`config.mk`:
```
export PLATFORM = sky130hd
export DESIGN_NAME = hit_judge
export DESIGN_NICKNAME = d
export VERILOG_FILES = /design/src/rtl/hit_judge.sv
export SDC_FILE = /design/constraint.sdc
export NUM_CORES = 1
export LEC_CHECK = 0
export CORE_ASPECT_RATIO = 0.6
export CORE_MARGIN = 2
export CORE_UTILIZATION = 60
export DETAILED_ROUTE_END_ITERATION = 6
export DONT_BUFFER_PORTS = 1
export GPL_TIMING_DRIVEN = 0
export MAX_ROUTING_LAYER = met4
export PLACE_DENSITY_LB_ADDON = 0.12
export SETUP_SLACK_MARGIN = 0.1
export SLEW_MARGIN = 20
export SYNTH_ARGS = -nofsm -noshare
export SYNTH_HDL_FRONTEND = slang
export SYNTH_SLANG_ARGS = --single-unit
export TNS_END_PERCENT = 5
```
`constraint.sdc`:
```
create_clock -name clk -period 4.1 [get_ports clk]
set_clock_uncertainty 0.05 [all_clocks]
set_input_delay 0.41 -clock clk [delete_from_list [all_inputs] [get_ports clk]]
set_output_delay 0.41 -clock clk [all_outputs]
set_load 0.05 [all_outputs]
```
`src/rtl/hit_judge.sv`:
```
// Rhythm-game hit judge: debounced red/blue buttons are graded against the note
// at the judge position, producing score, combo and hit/miss statistics.
module hit_judge #(
  parameter logic [19:0] DEB_CYCLES  = 20'd500000,
  parameter logic [15:0] PERFECT_PTS = 16'd3,
  parameter logic [15:0] GOOD_PTS    = 16'd1
) (
  input  logic        clk,
  input  logic        rst_n,
  input  logic        red_button,
  input  logic        blue_button,
  input  logic        yellow_button,
  input  logic        start,
  input  logic        note_R_judge,
  input  logic        note_B_judge,
  input  logic [2:0]  offset,
  input  logic        finish,
  output logic        delete,
  output logic [7:0]  combo,
  output logic [7:0]  max_combo,
  output logic [15:0] score,
  output logic [9:0]  hit_count,
  output logic [9:0]  miss_count,
  output logic        perfect_pulse,
  output logic        good_pulse,
  output logic        miss_pulse,
  output logic        in_result
);

  typedef enum logic [1:0] {
    S_IDLE   = 2'd0,
    S_PLAY   = 2'd1,
    S_RESULT = 2'd2
  } state_t;

  state_t      r_state;
  state_t      w_state_next;

  logic [1:0]  w_btn_raw;
  logic [1:0]  w_press;

  logic        w_play;
  logic        w_clear;
  logic        w_in_result_next;

  logic [2:0]  r_offset_d;
  logic        r_judged;
  logic        w_boundary;
  logic        w_note;
  logic        w_any_press;
  logic        w_match;
  logic        w_judge_ok;
  logic        w_hit;
  logic        w_wrong;
  logic        w_bnd_miss;
  logic        w_miss;
  logic        w_perfect;

  logic [7:0]  r_combo;
  logic [7:0]  r_max_combo;
  logic [15:0] r_score;
  logic [9:0]  r_hit_count;
  logic [9:0]  r_miss_count;
  logic        r_delete;
  logic        r_perfect;
  logic        r_good;
  logic        r_miss;
  logic        r_in_result;

  logic [7:0]  w_combo_inc;
  logic [15:0] w_pts;
  logic [16:0] w_score_sum;
  logic [15:0] w_score_sat;
  logic [9:0]  w_hit_inc;
  logic [9:0]  w_miss_inc;

  assign w_btn_raw = {blue_button, red_button};

  // Per-button synchronizer, debouncer and rising-edge press detector (0=red, 1=blue)
  genvar gi;
  generate
    for (gi = 0; gi < 2; gi++) begin : g_btn
      logic        r_s1;
      logic        r_s2;
      logic        r_db;
      logic        r_db_d;
      logic [19:0] r_cnt;

      always_ff @(posedge clk or negedge rst_n) begin
        if (!rst_n) begin
          r_s1   <= 1'b0;
          r_s2   <= 1'b0;
          r_db   <= 1'b0;
          r_db_d <= 1'b0;
          r_cnt  <= '0;
        end else begin
          r_s1   <= w_btn_raw[gi];
          r_s2   <= r_s1;
          r_db_d <= r_db;
          if (r_s2 == r_db) begin
            r_cnt <= '0;
          end else if (r_cnt >= DEB_CYCLES - 20'd1) begin
            r_db  <= r_s2;
            r_cnt <= '0;
          end else begin
            r_cnt <= r_cnt + 20'd1;
          end
        end
      end

      assign w_press[gi] = r_db & ~r_db_d;
    end
  endgenerate

  // FSM: state register
  always_ff @(posedge clk or negedge rst_n) begin
    if (!rst_n) begin
      r_state <= S_IDLE;
    end else begin
      r_state <= w_state_next;
    end
  end

  // FSM: next-state logic
  always_comb begin
    w_state_next = r_state;
    case (r_state)
      S_IDLE:   if (start)         w_state_next = S_PLAY;
      S_PLAY:   if (finish)        w_state_next = S_RESULT;
      S_RESULT: if (yellow_button) w_state_next = S_IDLE;
      default:                     w_state_next = S_IDLE;
    endcase
  end

  // FSM: output decode
  always_comb begin
    w_play           = (r_state == S_PLAY);
    w_clear          = (r_state == S_IDLE) || ((r_state == S_RESULT) && yellow_button);
    w_in_result_next = (w_state_next == S_RESULT);
  end

  // Judging; a boundary cycle only resolves the outgoing note and drops presses
  always_comb begin
    w_boundary  = w_play && (r_offset_d == 3'd6) && (offset == 3'd0);
    w_note      = note_R_judge | note_B_judge;
    w_any_press = |w_press;
    w_match     = (w_press == 2'b01 && note_R_judge) || (w_press == 2'b10 && note_B_judge);
    w_judge_ok  = w_play && !w_boundary && !r_judged && w_any_press && w_note;
    w_hit       = w_judge_ok && w_match;
    w_wrong     = w_judge_ok && !w_match;
    w_bnd_miss  = w_boundary && w_note && !r_judged;
    w_miss      = w_wrong || w_bnd_miss;
    w_perfect   = (offset >= 3'd2) && (offset <= 3'd4);
  end

  always_comb begin
    w_combo_inc = (r_combo == 8'd255) ? 8'd255 : r_combo + 8'd1;
    w_pts       = w_perfect ? PERFECT_PTS : GOOD_PTS;
    w_score_sum = {1'b0, r_score} + {1'b0, w_pts};
    w_score_sat = w_score_sum[16] ? 16'hFFFF : w_score_sum[15:0];
    w_hit_inc   = (r_hit_count == 10'd1023) ? 10'd1023 : r_hit_count + 10'd1;
    w_miss_inc  = (r_miss_count == 10'd1023) ? 10'd1023 : r_miss_count + 10'd1;
  end

  always_ff @(posedge clk or negedge rst_n) begin
    if (!rst_n) begin
      r_offset_d  <= 3'd0;
      r_delete    <= 1'b0;
      r_perfect   <= 1'b0;
      r_good      <= 1'b0;
      r_miss      <= 1'b0;
      r_in_result <= 1'b0;
    end else begin
      r_offset_d  <= offset;
      r_delete    <= w_hit;
      r_perfect   <= w_hit & w_perfect;
      r_good      <= w_hit & ~w_perfect;
      r_miss      <= w_miss;
      r_in_result <= w_in_result_next;
    end
  end

  always_ff @(posedge clk or negedge rst_n) begin
    if (!rst_n) begin
      r_judged <= 1'b0;
    end else if (w_clear) begin
      r_judged <= 1'b0;
    end else if (w_play) begin
      if (w_boundary) begin
        r_judged <= 1'b0;
      end else if (w_hit || w_wrong) begin
        r_judged <= 1'b1;
      end
    end
  end

  // Statistics hold outside PLAY and clear while idle or when leaving RESULT
  always_ff @(posedge clk or negedge rst_n) begin
    if (!rst_n) begin
      r_combo      <= 8'd0;
      r_max_combo  <= 8'd0;
      r_score      <= 16'd0;
      r_hit_count  <= 10'd0;
      r_miss_count <= 10'd0;
    end else if (w_clear) begin
      r_combo      <= 8'd0;
      r_max_combo  <= 8'd0;
      r_score      <= 16'd0;
      r_hit_count  <= 10'd0;
      r_miss_count <= 10'd0;
    end else if (w_play) begin
      if (w_hit) begin
        r_combo     <= w_combo_inc;
        r_score     <= w_score_sat;
        r_hit_count <= w_hit_inc;
        if (w_combo_inc > r_max_combo) begin
          r_max_combo <= w_combo_inc;
        end
      end else if (w_miss) begin
        r_combo      <= 8'd0;
        r_miss_count <= w_miss_inc;
      end
      if (finish) begin
        r_combo <= 8'd0;
      end
    end
  end

  assign delete        = r_delete;
  assign perfect_pulse = r_perfect;
  assign good_pulse    = r_good;
  assign miss_pulse    = r_miss;
  assign in_result     = r_in_result;
  assign combo         = r_combo;
  assign max_combo     = r_max_combo;
  assign score         = r_score;
  assign hit_count     = r_hit_count;
  assign miss_count    = r_miss_count;

endmodule

```
==> summary.txt <==
P_sw: 0.000748 W
multi-input logic area: 0.00266 sq mm
post-synthesis sequential area ratio: 49.6%
Core ar.: 0.00912 sq mm
Detailed Routing Iterations Pass 1: 4
fraction of post-synthesis cell area in the top cell type by area: 49.6%
largest net degree at the start of global routing: 112
synth unique cells: 57
Top FF cell, synth: dfrtp_1
mean post-synth cell area: 9.89 sq um
Clk Tree Root Cell: clkbuf_16
critical path peak fanout: 6
number of port buffers: 0
worst path bufs/invs: 0
hpwl dp: 8.98 mm
final std cells w/o fill: 700
Clock Latency Late Sink: 0.35 ns
Crit path largest cell delay: 0.77 ns
Sw Ratio: 30.5%
cells along the critical path: and4_1 -> and3_1 -> mux2_2 -> ha_1 -> a21oi_1 -> o21ai_0 -> or2_2 -> a311oi_1 -> a31o_2
vias: 4469
CTS tree: yes
CTS H-Tree Depth: 3
Pint: 0.00170 W
TritonCTS Sinks: 111
Worst R2R Setup Slack: 0.85 ns
CP top delay family: simple AND/OR/NAND/NOR gates
Starting Density: 61.4%
YS warnings: 0
min Tclk post-route: 3.25 ns
Ports: 69
Routed WL per cell: 18.2 um
status: finished clean
Worst EP arrival: 3.49 ns
Yosys top cell by area: dfrtp_1
RSZ-0062 raised after global routing: no
Resize count post-CTS: 0
LEAKAGE: 2.59 nW
grt total ovfl: 0
drt drc: 0
fill count: 707
startpoint types: flip-flop
Final Net Count: 607
Final Cycle Share: 79.4%
die area: 0.0101 sq mm
DP Area: 0.00575 sq mm
FFs w/ async S/R, synth: 100%
Power Dens Cells: 404 mW/mm^2
Rows: 27
global-route wire length before repair: 20.9 mm
ranking of synthesized cells by area: dfrtp_1 (50%), nor2_1 (4.6%), xor2_1 (3.4%)
share of layout cells above drive strength 1: 6.34%
Post-synth EDFFs: 0
Worst Hold Class: primary input to flip-flop
placed cells: 683
Max Slew Vio Count: 0
CTS Buf Count: 9
gpl congestion: 0.904
Clk pin slew, worst setup/hold paths: 0.07 ns
combinational power share: 13.7%
Highest Clock Rate: 307 MHz
Reg power frac: 51.0%
antenna violations before repair: 0
ant diodes: 0
Setup Viol. Count Final: 0
final instance area: 0.00607 sq mm
Crit-path slowest cell: dfrtp_1
CTS Buffer Depth: 2
worst rel slew slack: 49.6%
die height: 78.8 um
Worst Path Required: 4.34 ns
MaxCap Viol Count: 0
Cell Area, Synth: 0.00560 sq mm
post-route total power: 0.00245 W
vias per cell: 6.38
commonest cells in the netlist: dfrtp_1 (111), nor2_1 (68), nand2_1 (48), nand3_1 (33), a21oi_1 (26)
Routed Antenna Nets: 0
CP Class: flip-flop to flip-flop
most frequent cell after synthesis: dfrtp_1
Layout Area Growth over Synthesis: 8.45%
WL final: 12.8 mm
Die X-Extent: 129 um
Post-Route Setup TNS: 0 ns
worst vdd ir: 222 uV
post-synthesis sequential element count: 111
crit end category: flip-flop
vias in the first global route: 4100
count of final hold-check violations: 0
Clock power frac: 35.3%
cell count after synthesis: 566
GRT Util Overall: 27.1%
Reg area: 0.00278 sq mm
initial DRC count: 315
worst slew pin tran: 0.757 ns
-- metrics by stage --
stage / setup WS [ns] / hold slack (ns) / utilization [%]
2_1_floorplan: 1.25 / 0.0644 / -
3_3_place_gp: 1.01 / 0.0669 / 63.0
6_report: 0.845 / 0.0322 / 66.6
4_1_cts: 0.929 / 0.0279 / 66.6
5_1_grt: 0.743 / 0.0115 / 66.6
3_5_place_dp: 0.972 / 0.0665 / 63.0
-- flip-flops by register name, indices dropped and copies added (netlist names), 2 cells and up --
name	count
r_offset_d	3
miss_count	10
max_combo	8
g_btn.r_db	2
g_btn.r_cnt	40
hit_count	10
g_btn.r_s2	2
r_state	2
score	16
g_btn.r_s1	2
g_btn.r_db_d	2
combo	8
-- final timing paths --
kind                          startpoint                 end  cells past startpoint
min in group asynchronous          rst_n  g_btn[0].r_cnt[16]                      2
max                             combo[3]        max_combo[5]                      9
min                          blue_button       g_btn[1].r_s1                      0
max in group asynchronous          rst_n  g_btn[1].r_cnt[12]                      2
min reg2reg                g_btn[0].r_s1       g_btn[0].r_s2                      0
max reg2reg                     combo[3]        max_combo[5]                      9
-- metal layers --
metal | vias up | global-route usage (%) | share of wire [%]
met5 | - | - | 0
met4 | 0 | 6.63 | 0.89
met3 | 13 | 7.75 | 8.1
met2 | 190 | 36.0 | 41
met1 | 2155 | 40.8 | 50
li1 | 2111 | - | -
-- cells in the final DEF (no fill, tap or decap), drive strengths merged, types with 7 or more instances in the layout --
cell type	instances
and2	7
ha	14
a211oi	11
inv	17
xnor2	15
nor4	8
mux2i	7
nand3	33
a31oi	14
clkbuf	21
nand2	48
nand4	17
o21ai	7
and4	7
buf	10
xor2	22
a311oi	12
nor3	15
a21oi	26
and3	24
nor2	68
o2bb2ai	7
dfrtp	111
-- power groups by stage --
stage	clock network [W]	registers (W)	logic [W]
after floorplan	0	0.00126	0.000220
after global placement	0	0.00127	0.000296
after detailed placement	0	0.00127	0.000304
after CTS	0.000876	0.00125	0.000332
after global routing	0.000933	0.00126	0.000367
final	0.000866	0.00125	0.000335
-- cell type report --
type | instances | share of cell area [%]
Clock inverter | 5 | 0.948
Sequential cell | 111 | 45.8
Clock buffer | 10 | 3.77
Multi-Input combinational cell | 420 | 43.9
Buffer | 20 | 1.67
Inverter | 16 | 0.989
Tap cell | 116 | 2.39
Timing Repair Buffer | 2 | 0.618
-- worst register-to-register path: stages, from the launching register on --
cell	delay, ns
dfrtp_1	0.77
and4_1	0.41
and3_1	0.19
mux2_2	0.37
ha_1	0.33
a21oi_1	0.16
o21ai_0	0.13
or2_2	0.33
a311oi_1	0.30
a31o_2	0.15
-- cell families after synthesis --
| logic type | after synthesis | share of synthesized area (%) |
|---|---|---|
| compound gates | 111 | 14.2 |
| xor+xnor | 37 | 5.79 |
| fa+ha+maj | 15 | 3.49 |
| buf+inv | 36 | 2.88 |
| flops | 111 | 49.6 |
| mux | 11 | 2.06 |
| other cells | 1 | 0.0670 |
| simple gates | 244 | 21.9 |
-- timing repair --
action	4_1_cts	5_1_grt
hold endpoints to repair	111	0
setup buffers	0	0
hold buffers	2	0
Power figures use the tool's default switching activity.
